===== config.mk =====
export PLATFORM = sky130hd
export DESIGN_NAME = serial_add_sub
export DESIGN_NICKNAME = d
export VERILOG_FILES = /design/src/rtl/serial_add_sub.sv
export SDC_FILE = /design/constraint.sdc
export NUM_CORES = 1
export LEC_CHECK = 0
export BUFFER_PORTS_ARGS = -buffer_cell sky130_fd_sc_hd__buf_2
export CORE_UTILIZATION = 50
export CTS_BUF_LIST = sky130_fd_sc_hd__clkbuf_8
export DETAILED_ROUTE_END_ITERATION = 10
export PLACE_DENSITY = 0.77
export SETUP_SLACK_MARGIN = 0.05
export SLEW_MARGIN = 20
export SYNTH_ARGS = -nofsm -noshare
export SYNTH_HDL_FRONTEND = slang
export SYNTH_SLANG_ARGS = --single-unit

===== constraint.sdc =====
create_clock -name clk -period 1.2 [get_ports clk]
set_input_delay 0.24 -clock clk [delete_from_list [all_inputs] [get_ports clk]]
set_output_delay 0.24 -clock clk [all_outputs]
set_load 0.05 [all_outputs]

===== src/rtl/serial_add_sub.sv =====
// Bit-serial two's-complement adder/subtractor: one full-adder slice plus a carry flop,
// LSB-first, with valid/ready handshakes on operands and result.
module serial_add_sub #(
  parameter int WIDTH = 8
) (
  input  logic             clk,
  input  logic             rst_n,
  input  logic             in_valid,
  output logic             in_ready,
  input  logic [WIDTH-1:0] a,
  input  logic [WIDTH-1:0] b,
  input  logic             sub,
  output logic             out_valid,
  input  logic             out_ready,
  output logic [WIDTH-1:0] sum,
  output logic             carry_out,
  output logic             overflow
);

  localparam int NW = (WIDTH > 2) ? $clog2(WIDTH) : 1;

  typedef enum logic [1:0] {
    IDLE = 2'd0,
    RUN  = 2'd1,
    DONE = 2'd2
  } state_t;

  state_t           state_q, state_d;
  logic [WIDTH-1:0] sa_q, sa_d;
  logic [WIDTH-1:0] sb_q, sb_d;
  logic [WIDTH-1:0] sum_q, sum_d;
  logic [NW-1:0]    n_q, n_d;
  logic             c_q, c_d;
  logic             cin_msb_q, cin_msb_d;
  logic             carry_out_q, carry_out_d;
  logic             overflow_q, overflow_d;

  logic             bit_s;
  logic             bit_cy;

  // The single full-adder slice shared by every bit position.
  assign bit_s  = sa_q[0] ^ sb_q[0] ^ c_q;
  assign bit_cy = (sa_q[0] & sb_q[0]) | (sa_q[0] & c_q) | (sb_q[0] & c_q);

  always_comb begin
    state_d     = state_q;
    sa_d        = sa_q;
    sb_d        = sb_q;
    sum_d       = sum_q;
    n_d         = n_q;
    c_d         = c_q;
    cin_msb_d   = cin_msb_q;
    carry_out_d = carry_out_q;
    overflow_d  = overflow_q;
    unique case (state_q)
      IDLE: begin
        if (in_valid) begin
          sa_d    = a;
          sb_d    = sub ? ~b : b;
          c_d     = sub;
          n_d     = '0;
          sum_d   = '0;
          state_d = RUN;
        end
      end
      RUN: begin
        sum_d = {bit_s, sum_q[WIDTH-1:1]};
        c_d   = bit_cy;
        sa_d  = sa_q >> 1;
        sb_d  = sb_q >> 1;
        n_d   = n_q + 1'b1;
        if (n_q == NW'(WIDTH - 2)) begin
          cin_msb_d = bit_cy;
        end
        if (n_q == NW'(WIDTH - 1)) begin
          // Signed overflow: carry into the MSB differs from carry out of it.
          carry_out_d = bit_cy;
          overflow_d  = cin_msb_q ^ bit_cy;
          state_d     = DONE;
        end
      end
      DONE: begin
        if (out_ready) begin
          state_d = IDLE;
        end
      end
      default: state_d = IDLE;
    endcase
  end

  always_ff @(posedge clk or negedge rst_n) begin
    if (!rst_n) begin
      state_q     <= IDLE;
      sa_q        <= '0;
      sb_q        <= '0;
      sum_q       <= '0;
      n_q         <= '0;
      c_q         <= 1'b0;
      cin_msb_q   <= 1'b0;
      carry_out_q <= 1'b0;
      overflow_q  <= 1'b0;
    end else begin
      state_q     <= state_d;
      sa_q        <= sa_d;
      sb_q        <= sb_d;
      sum_q       <= sum_d;
      n_q         <= n_d;
      c_q         <= c_d;
      cin_msb_q   <= cin_msb_d;
      carry_out_q <= carry_out_d;
      overflow_q  <= overflow_d;
    end
  end

  assign in_ready  = (state_q == IDLE);
  assign out_valid = (state_q == DONE);
  assign sum       = sum_q;
  assign carry_out = carry_out_q;
  assign overflow  = overflow_q;

endmodule


==> metrics.csv, run 1 <==
stage,metric,value,unit
logic_synthesis,synth.top_cell.area_share,54.1,%
logic_synthesis,synth_nets,167,
detailed_routing,wl_per_cell,18.0,microns
place,numPortBuffers,32,
timing,setup_ws,-202,ps
floorplanning,start_util,54.0,%
floorplanning,io_pins,33,
floorplanning,coreArea,0.00283,sq mm
timing,fin_skew,5.99,ps
pwr,seqPwrFrac,32.0,%
pwr,switching_share,41.3,%
floorplanning,fp.dieArea,0.00328,sq mm
cells_and_area,final_core_util,80.4,%
global_routing,antenna_found_initial,0,
detailed_routing,vias,1391,
clock_network,clockBufferDepth,2,
logic_synthesis,yosysSeqAreaShare,54.1,%
logic_synthesis,avgSynthCellArea,10.8,sq um
global_routing,grt_use_total,25.0,%
logic_synthesis,synth_most_common_cell,dfrtp_1,
worst_setup_path,cp_cell_sequence,buf_6 -> nor2b_4 -> buf_8,
logic_synthesis,syn_inst,142,
global_routing,grtUsageMet2,42.2,%
flow_run,cap_violations,0,
cells_and_area,n_antenna_cell,0,
timing,period_share,117,%
global_routing,grt-ovfl-total,0,
cells_and_area,synthToLayoutAreaGrowth,48.8,%
timing,period_needed,1400,ps
logic_synthesis,synth_top_cell_by_area,dfrtp_1,
pwr,switching_power,2490,uW
pwr,power,6020,uW
outcome,status,finished with violations,
timing,timing_hold_violations_final,0,
worst_setup_path,crit_path_start,state_q[0],
clock_network,cts_inserted_buffers,5,
logic_synthesis,synth_flop_cell,dfrtp_1,
worst_setup_path,reg2reg_slack,-180,ps
worst_setup_path,worstPathArrival,1160,ps
global_routing,grt_use_met3,4.54,%
clock_network,cts_tree,done,
cells_and_area,final_cell_count_no_fill,234,
pwr,peakVddDrop,1.22,mV
worst_setup_path,rr_startpoint,state_q[0],
global_routing,grt_busiest_layer,met2,
place,dp_slack,-43.6,ps
detailed_routing,drt_wl_total,4.22,mm
worst_setup_path,setup.worst_path.class,flop to output pin,
logic_synthesis,synth_edf_count,0,
pwr,comb_power_share,54.4,%
place,place_inst,209,
clock_network,clock_latency,280,ps
timing,max_clock_freq,713,MHz
cells_and_area,nets,228,
clock_network,cts_root_buf,clkbuf_8,
timing,rsz0062_at_grt,yes,
worst_setup_path,crit_slowest_cell,dfrtp_2,
worst_setup_path,r2r-end,sb_q[6],
timing,drv_slew,0,
cells_and_area,fill_cells,171,
global_routing,grt_pass1_vias,1310,
worst_setup_path,r2r.worst_path.cells,4,
logic_synthesis,async_flop_share,100,%
detailed_routing,dr.first_iter.drc_count,67,
floorplanning,num_rows,19,
timing,setup-violations-final,33,
floorplanning,die_w,57.3,microns
detailed_routing,post_drt_via_cell_ratio,5.94,
pwr,powerDensity,2650,mW/mm^2
clock_network,clk_pin_slew,60,ps
pwr,intPower,3530,uW
logic_synthesis,synthTopCellsByArea,"dfrtp_1, nand2_1, o21ai_0, a22o_1, xnor2_1",
place,post-dp-hpwl,2.30,mm
cells_and_area,drive_gt1_share,47.3,%
logic_synthesis,syn_area,0.00153,sq mm
hold_path,hold_path.class,primary input to flop,
pwr,p_clk_share,13.6,%
global_routing,use_met1,30.9,%
global_routing,grt_max_degree,24,
worst_setup_path,crit_path_max_fanout,4,
worst_setup_path,required,960,ps
logic_synthesis,ys_warn_count,0,
timing,slew_headroom,75.0,%
detailed_routing,first_pass_iters,10,
timing,tightest_slew,374,ps
worst_setup_path,startpoint_type,flop,
detailed_routing,drc,3,
logic_synthesis,netlist_top_cells_count,"dfrtp_1, nand2_1, o21ai_0",
worst_setup_path,worst_path_largest_cell_delay,450,ps
pwr,p_leak,0.00105,uW
floorplanning,die_height,57.3,microns
detailed_routing,ant_nets,0,
global_routing,grt_pass1_wl,5.99,mm
place,routabilityCongestion,0.749,
logic_synthesis,ys_types,26,
worst_setup_path,endpoint,out_valid,
clock_network,cts_sinks,33,
outcome,violations,"design-rule violations, negative setup slack",
clock_network,cts_max_level,2,
worst_setup_path,crit_path_end_kind,output pin,
logic_synthesis,ys_ff_latch,33,
[per-layer routing]
metal	routed length, microns	up-vias	part of all wire, %
li1	-	626	-
met5	0	-	0
met4	107	0	2.5
met3	217	12	5.1
met1	1680	689	40
met2	2210	64	52
[layout by cell type, fill, tap and decap left out, drive strengths merged]
master       count
a32o             1
buf             58
fa               1
o31ai            1
o211ai           5
a221o            2
xor2             1
o21ai           15
a22oi            7
nor3b            1
dlygate4sd3      1
ha               3
nand3b           6
a22o             8
nand2b           2
or3b             1
nand2           20
nor2b            4
o21bai           1
nor2             4
a21oi            3
inv              6
dfrtp           33
clkbuf          11
xnor2            8
[power by group through the flow]
stage	sequential [uW]	clock, uW	combinational, uW
final	1920	820	3270
after global routing	1970	874	3480
after floorplan	2320	0	1150
after CTS	1870	828	2680
after detailed placement	1880	0	2310
after global placement	1850	0	2240
[how the worst min path moves through the flow]
stage	depth (start not counted)	slack, ps	end	startpoint
final	3	210	state_q[1]	out_ready
after global routing	3	220	state_q[1]	out_ready
after CTS	3	200	state_q[1]	out_ready
after detailed placement	1	160	sum[5]	rst_n
after global placement	1	160	sum[6]	rst_n
after floorplan	0	-60	c_q	rst_n
[repair_timing]
action                     4_1_cts  5_1_grt
buffers inserted                 7        8
resized for setup               37       32
hold buffers                     1        0
hold endpoints to repair        13        0
setup endpoints to repair       40       38
cloned                           0        3
pin swaps                        7       29
[worst max-delay path, delay by kind of cell (launching register included)]
kind / cells / cell delay, ps
simple gates: 1 / 140
buf+inv: 2 / 300
flops: 1 / 450
[flip-flops by register name (all words and copies together), names as in the netlist]
name and count:
cin_msb_q 1, carry_out 1, sum 8, sb_q 8, c_q 1, n_q 3, overflow 1, sa_q 8
state_q 2
[per-stage QoR]
step	hold slack, ps	setup TNS [ps]	instance area, sq um
2_1_floorplan	-55.6	0	1550
3_3_place_gp	156	-58.8	1820
3_5_place_dp	160	-334	1820
4_1_cts	202	-2830	2060
5_1_grt	216	-5310	2270
6_report	211	-3990	2270
[logic make-up after synthesis]
kind of cell,after synthesis,share of synthesized area (%)
AND/OR/NAND/NOR,38,12.4
adder cells (fa/ha/maj),4,3.77
flip-flops,33,54.1
AO/OA/AOI/OAI,43,19.7
XOR/XNOR,9,5.16
buffers and inverters,15,4.91
[final cells by class]
type / instances / area [sq um] / area share [%]
Timing Repair Buffer: 64 / 568 / 25.0
Clock inverter: 1 / 3.75 / 0.165
Multi-Input combinational cell: 94 / 733 / 32.3
Clock buffer: 6 / 82.6 / 3.63
Sequential cell: 33 / 828 / 36.4
Tap cell: 31 / 38.8 / 1.71
Inverter: 5 / 18.8 / 0.826
Note: power is estimated with default switching activity, not from simulation.
==> run 2, diff against run 1 <==
--- a/config.mk
+++ b/config.mk
@@ -5,6 +5,7 @@
 export SDC_FILE = /design/constraint.sdc
 export NUM_CORES = 1
 export LEC_CHECK = 0
+export ABC_CLOCK_PERIOD_IN_PS = 1200
 export BUFFER_PORTS_ARGS = -buffer_cell sky130_fd_sc_hd__buf_2
 export CORE_UTILIZATION = 50
 export CTS_BUF_LIST = sky130_fd_sc_hd__clkbuf_8
==> constraint.sdc (replaced) <==
create_clock -name clk -period 1.2 [get_ports clk]
set_input_delay 0.24 -clock clk [delete_from_list [all_inputs] [get_ports clk]]
set_output_delay 0.24 -clock clk [all_outputs]
set_load 0.01 [all_outputs]
==> metrics.csv, run 2 (synthesis gave the netlist of run 1 again) <==
stage,metric,value,unit,change
detailed_routing,drt_wl_total,3.83,mm,was 4.22 mm
pwr,powerDensity,2400,mW/mm^2,was 2650 mW/mm^2
floorplanning,fp.dieArea,0.00328,sq mm,unchanged
cells_and_area,synthToLayoutAreaGrowth,41.4,%,was 48.8%
pwr,comb_power_share,48.4,%,was 54.4%
flow_run,cap_violations,0,,unchanged
floorplanning,die_w,57.3,microns,unchanged
cells_and_area,nets,223,,was 228
floorplanning,start_util,54.0,%,unchanged
clock_network,cts_sinks,33,,unchanged
clock_network,clk_pin_slew,60,ps,about the same
detailed_routing,post_drt_via_cell_ratio,5.68,,was 5.94
floorplanning,io_pins,33,,unchanged
global_routing,grt_pass1_vias,1372,,was 1310
worst_setup_path,critical_path.top_delay_family,flip-flops,,unchanged
detailed_routing,ant_nets,0,,unchanged
timing,timing_hold_violations_final,0,,unchanged
cells_and_area,stdcell_area,0.00216,sq mm,was 0.00227 sq mm
worst_setup_path,r2r-end,n_q[2],,was sb_q[6]
cells_and_area,most-common-layout-cells,"dfrtp_1, buf_2, nand2_1, buf_4, o21ai_1",,"was dfrtp_1, buf_2, nand2_1, buf_4, buf_6"
detailed_routing,drc,5,,was 3
clock_network,cts_inserted_buffers,5,,unchanged
pwr,peakVddDrop,1.47,mV,was 1.22 mV
worst_setup_path,crit_path_end_kind,output pin,,unchanged
clock_network,cts_max_level,2,,unchanged
global_routing,antenna_found_initial,0,,unchanged
pwr,seqPwrFrac,36.9,%,was 32.0%
worst_setup_path,crit_path_max_fanout,4,,unchanged
global_routing,grt_pass1_wl,6.40,mm,was 5.99 mm
timing,slew_headroom,74.9,%,was 75.0%
timing,rsz0062_at_grt,yes,,unchanged
pwr,switching_power,1880,uW,was 2490 uW
clock_network,cts_root_buf,clkbuf_8,,unchanged
worst_setup_path,rr_startpoint,state_q[1],,was state_q[0]
timing,setup-violations-final,30,,was 33
worst_setup_path,worst_path_largest_cell_delay,440,ps,was 450 ps
global_routing,grt-ovfl-total,0,,unchanged
hold_path,hold_path.class,primary input to flop,,unchanged
floorplanning,coreArea,0.00283,sq mm,unchanged
global_routing,grt_use_total,26.8,%,was 25.0%
timing,period_share,112,%,was 117%
worst_setup_path,setup.worst_path.class,flop to output pin,,unchanged
place,post-dp-hpwl,2.49,mm,was 2.30 mm
worst_setup_path,worstPathArrival,1100,ps,was 1160 ps
floorplanning,die_height,57.3,microns,unchanged
detailed_routing,dr.first_iter.drc_count,38,,was 67
detailed_routing,wl_per_cell,16.6,microns,was 18.0 microns
worst_setup_path,crit_slowest_cell,dfrtp_2,,unchanged
worst_setup_path,cp_cell_sequence,buf_6 -> nor2b_4 -> buf_6,,was buf_6 -> nor2b_4 -> buf_8
hold_path,whs_endpoint,state_q[1],,unchanged
hold_path,min-delay-start,out_ready,,unchanged
detailed_routing,first_pass_iters,7,,was 10
timing,period_needed,1340,ps,was 1400 ps
worst_setup_path,required,960,ps,about the same
pwr,p_leak,0.00101,uW,was 0.00105 uW
worst_setup_path,path_common_cell,buf_6,,
pwr,intPower,3300,uW,was 3530 uW
outcome,status,finished with violations,,unchanged
pwr,p_clk_share,14.7,%,was 13.6%
clock_network,clock_latency,280,ps,about the same
worst_setup_path,worst-path-stages,3,,unchanged
cells_and_area,final_common_cell,dfrtp_1,,unchanged
timing,tightest_slew,377,ps,was 374 ps
place,post_dp_cell_area,0.00182,sq mm,about the same
timing,drv_slew,0,,unchanged
outcome,violations,"design-rule violations, negative setup slack",,unchanged
clock_network,cts_tree,done,,unchanged
place,numPortBuffers,32,,unchanged
timing,max_clock_freq,744,MHz,was 713 MHz
worst_setup_path,path_buf_inv,2,,unchanged
clock_network,clockBufferDepth,2,,unchanged
timing,setup_ws,-144,ps,was -202 ps
worst_setup_path,reg2reg_slack,-130,ps,was -180 ps
detailed_routing,vias,1306,,was 1391
place,routabilityCongestion,0.781,,was 0.749
worst_setup_path,r2r.worst_path.cells,4,,unchanged
timing,setup_tns,-2170,ps,was -3990 ps
floorplanning,num_rows,19,,unchanged
timing,fin_skew,2.29,ps,was 5.99 ps
hold_path,whs_path_depth,3,,unchanged
worst_setup_path,startpoint_type,flop,,unchanged
cells_and_area,drive_gt1_share,46.7,%,was 47.3%
pwr,switching_share,36.4,%,was 41.3%
global_routing,grt_max_degree,19,,was 24
cells_and_area,n_antenna_cell,0,,unchanged
## run 2: cell types whose count changed in the layout (fill, tap and decap cells not counted), sizes merged
cell	change
clkbuf	-6
inv	+2
## run 2: tightest hold or removal path: stages
cell and delay (ps):
buf_2 70, nand2b_1 110, nand2_1 50
## run 2: power by group through the flow
stage	sequential [uW]	combinational, uW	clock, uW
after floorplan	1880	1060	0
after global placement	1860	1750	0
after detailed placement	1890	1850	0
after CTS	1890	2390	771
after global routing	1960	2730	807
final	1910	2500	763
## run 2: area by class of cell
cell class / count / area [sq um]
tap: 31 / 38.8
timing repair buffer: 59 / 453
sequential: 33 / 828
clock inverter: 3 / 11.3
clock buffer: 5 / 68.8
inverter: 5 / 18.8
fill: 179 / 668
multi-input combinational: 94 / 742
## run 2: layer usage
metal / vias up / track usage, % / wire length (microns)
met1: 655 / 30.2 / 1490
met3: 6 / 5.90 / 178
met2: 38 / 49.1 / 2100
met5: - / 0 / 0
met4: 0 / 10.5 / 54
li1: 607 / - / -
## run 2: how the worst max path moves through the flow
stage	start	to	slack, ps
2_1_floorplan	sa_q[0]	overflow	60
6_report	state_q[0]	out_valid	-140
3_5_place_dp	state_q[1]	sb_q[4]	-100
3_3_place_gp	state_q[1]	sb_q[6]	-40
4_1_cts	state_q[0]	out_valid	-120
5_1_grt	state_q[0]	out_valid	-170
## run 2: metrics by stage
stage | power [uW] | hold WS [ps] | util, % | worst slack [ps] | std cells
after floorplan | 2940 | -55.6 | - | 62.7 | 142
after global placement | 3600 | 170 | 64.4 | -35.9 | 210
after detailed placement | 3750 | 178 | 64.4 | -104 | 210
after CTS | 5050 | 224 | 75.2 | -121 | 230
after global routing | 5500 | 239 | 76.4 | -169 | 230
final | 5180 | 222 | 76.4 | -144 | 230
## run 2: repair_timing
| action | in CTS | in global routing |
|---|---|---|
| cloned | 0 | 0 |
| hold endpoints to repair | 15 | 0 |
| hold buffers | 1 | 0 |
| endpoints found under the setup margin | 33 | 35 |
| setup buffers | 11 | 0 |
| gates resized for setup | 44 | 12 |
| pin swaps | 29 | 8 |
==> run 3, diff against run 2 <==
--- a/config.mk
+++ b/config.mk
@@ -7,10 +7,11 @@
 export LEC_CHECK = 0
 export ABC_CLOCK_PERIOD_IN_PS = 1200
 export BUFFER_PORTS_ARGS = -buffer_cell sky130_fd_sc_hd__buf_2
-export CORE_UTILIZATION = 50
+export CORE_ASPECT_RATIO = 0.7
+export CORE_UTILIZATION = 45
 export CTS_BUF_LIST = sky130_fd_sc_hd__clkbuf_8
 export DETAILED_ROUTE_END_ITERATION = 10
-export PLACE_DENSITY = 0.77
+export PLACE_DENSITY = 0.71
 export SETUP_SLACK_MARGIN = 0.05
 export SLEW_MARGIN = 20
 export SYNTH_ARGS = -nofsm -noshare
==> metrics.csv, run 3 (synthesis gave the netlist of run 1 again) <==
stage,metric,value,unit,change
floorplanning,num_rows,17,,was 19
detailed_routing,ant_nets,0,,unchanged
floorplanning,io_pins,33,,unchanged
timing,drv_slew,0,,unchanged
worst_setup_path,worstPathArrival,1090,ps,was 1100 ps
clock_network,clockBufferDepth,2,,unchanged
hold_path,hold_path.class,primary input to flop,,unchanged
clock_network,cts_tree,done,,unchanged
worst_setup_path,setup.worst_path.class,flop to output pin,,unchanged
global_routing,antenna_found_initial,0,,unchanged
worst_setup_path,r2r.worst_path.cells,3,,was 4
floorplanning,die_height,50.8,microns,was 57.3 microns
cells_and_area,fill_cells,249,,was 179
outcome,violations,negative setup slack,,"was design-rule violations, negative setup slack"
detailed_routing,first_pass_iters,4,,was 7
detailed_routing,wl_per_cell,14.8,microns,was 16.6 microns
cells_and_area,final_common_cell,dfrtp_1,,unchanged
global_routing,grt-ovfl-total,0,,unchanged
timing,max_clock_freq,754,MHz,was 744 MHz
clock_network,cts_root_buf,clkbuf_8,,unchanged
cells_and_area,final_cell_count_no_fill,241,,was 230
detailed_routing,drc,0,,was 5
pwr,peakVddDrop,1.41,mV,was 1.47 mV
worst_setup_path,required,960,ps,about the same
clock_network,cts_inserted_buffers,5,,unchanged
detailed_routing,drt_wl_total,3.57,mm,was 3.83 mm
hold_path,min-delay-start,a[7],,was out_ready
floorplanning,start_util,47.9,%,was 54.0%
clock_network,clk_pin_slew,70,ps,was 60 ps
cells_and_area,most-common-layout-cells,"dfrtp_1, buf_2, nand2_1, buf_4, buf_6",,"was dfrtp_1, buf_2, nand2_1, buf_4, o21ai_1"
flow_run,cap_violations,0,,unchanged
place,routabilityCongestion,0.794,,was 0.781
clock_network,cts_max_level,2,,unchanged
clock_network,clock_latency,280,ps,about the same
place,numPortBuffers,32,,unchanged
cells_and_area,final_core_util,67.7,%,was 76.4%
cells_and_area,n_antenna_cell,0,,unchanged
cells_and_area,synthToLayoutAreaGrowth,41.4,%,about the same
cells_and_area,drive_gt1_share,42.9,%,was 46.7%
cells_and_area,multiInputGateArea,699,sq um,was 742 sq um
place,post-dp-hpwl,2.28,mm,was 2.49 mm
timing,fin_hold_ws,221,ps,was 222 ps
cells_and_area,regArea,827,sq um,was 828 sq um
worst_setup_path,r2r-end,sb_q[2],,was n_q[2]
clock_network,cts_sinks,33,,unchanged
global_routing,grt_pass1_vias,1316,,was 1372
timing,period_needed,1330,ps,was 1340 ps
timing,period_share,111,%,was 112%
timing,slew_headroom,72.7,%,was 74.9%
hold_path,whs_endpoint,sa_q[7],,was state_q[1]
timing,setup-violations-final,30,,unchanged
timing,fin_skew,6.58,ps,was 2.29 ps
worst_setup_path,rr_startpoint,state_q[1],,unchanged
worst_setup_path,crit_path_max_fanout,5,,was 4
pwr,p_leak,0.00102,uW,was 0.00101 uW
detailed_routing,post_drt_via_cell_ratio,5.44,,was 5.68
timing,tightest_slew,410,ps,was 377 ps
place,dp_slack,-92.7,ps,was -104 ps
hold_path,whs_path_depth,2,,was 3
timing,rsz0062_at_grt,yes,,unchanged
worst_setup_path,crit_path_end_kind,output pin,,unchanged
place,place_inst,217,,was 210
worst_setup_path,startpoint_type,flop,,unchanged
global_routing,grt_pass1_wl,6.04,mm,was 6.40 mm
floorplanning,die_w,71.6,microns,was 57.3 microns
timing,timing_hold_violations_final,0,,unchanged
outcome,status,finished with violations,,unchanged
detailed_routing,vias,1311,,was 1306
cells_and_area,nets,227,,was 223
global_routing,grt_max_degree,34,,was 19
floorplanning,fp.dieArea,0.00364,sq mm,was 0.00328 sq mm
worst_setup_path,reg2reg_slack,-100,ps,was -130 ps
global_routing,grt_use_total,22.5,%,was 26.8%
floorplanning,coreArea,0.00319,sq mm,was 0.00283 sq mm
pwr,powerDensity,2360,mW/mm^2,was 2400 mW/mm^2
detailed_routing,dr.first_iter.drc_count,66,,was 38
timing,setup_ws,-127,ps,was -144 ps
## run 3: cell types whose count changed in the layout (fill, tap and decap cells not counted), moves of 2 or more
| cell | change |
|---|---|
| a22oi_2 | -7 |
| a22oi_1 | +7 |
| o21ai_1 | -2 |
| clkinv_2 | +2 |
| a21oi_1 | +2 |
| buf_4 | +4 |
| o21ai_0 | +2 |
| a21oi_2 | -2 |
## run 3: per-stage QoR
step / area (sq um) / total power, uW / TNS, ps
global placement: 1820 / 3610 / -128
finish: 2160 / 5100 / -1890
CTS: 2080 / 4890 / -3110
detailed placement: 1820 / 3710 / -1320
floorplan: 1530 / 2940 / 0
global route: 2160 / 5500 / -3770
## run 3: power breakdown
| group | internal [uW] | leakage, uW | switching, uW | total (uW) |
|---|---|---|---|---|
| registers | 1570 | 0.000427 | 317 | 1880 |
| logic | 1330 | 0.000546 | 1100 | 2430 |
| clock network | 393 | 0.0000491 | 397 | 791 |
| total | 3290 | 0.00102 | 1820 | 5100 |
## run 3: metal layers
metal	vias up	share of wire, %	track usage, %
met1	642	47	29.1
li1	616	-	-
met3	4	5.2	6.83
met4	0	1.1	9.15
met2	49	46	35.4
met5	-	0	0
## run 3: how the worst max path moves through the flow
stage	start	end	cells after the start
2_1_floorplan	sa_q[0]	overflow	4
3_3_place_gp	state_q[1]	sb_q[2]	2
3_5_place_dp	state_q[0]	sa_q[0]	5
4_1_cts	state_q[1]	c_q	5
5_1_grt	state_q[1]	sb_q[2]	3
6_report	state_q[0]	out_valid	3
## run 3: area by class of cell
type | count | area share, %
Inverter | 5 | 0.869
Timing Repair Buffer | 63 | 22.4
Sequential cell | 33 | 38.3
Clock inverter | 3 | 0.637
Tap cell | 38 | 2.20
Multi-Input combinational cell | 94 | 32.4
Clock buffer | 5 | 3.19
## run 3: timing repair
| action | CTS | global route |
|---|---|---|
| hold buffers | 1 | 0 |
| gates resized for setup | 25 | 18 |
| pin swaps | 15 | 11 |
| gates cloned | 1 | 1 |
| hold endpoints to repair | 33 | 0 |
| setup endpoints to repair | 34 | 34 |
| setup buffers | 7 | 6 |
## run 3: critical path: stages, from the launching register on
cell     delay (ps)
dfrtp_1         430
buf_6           150
nor2b_4         120
buf_6           110
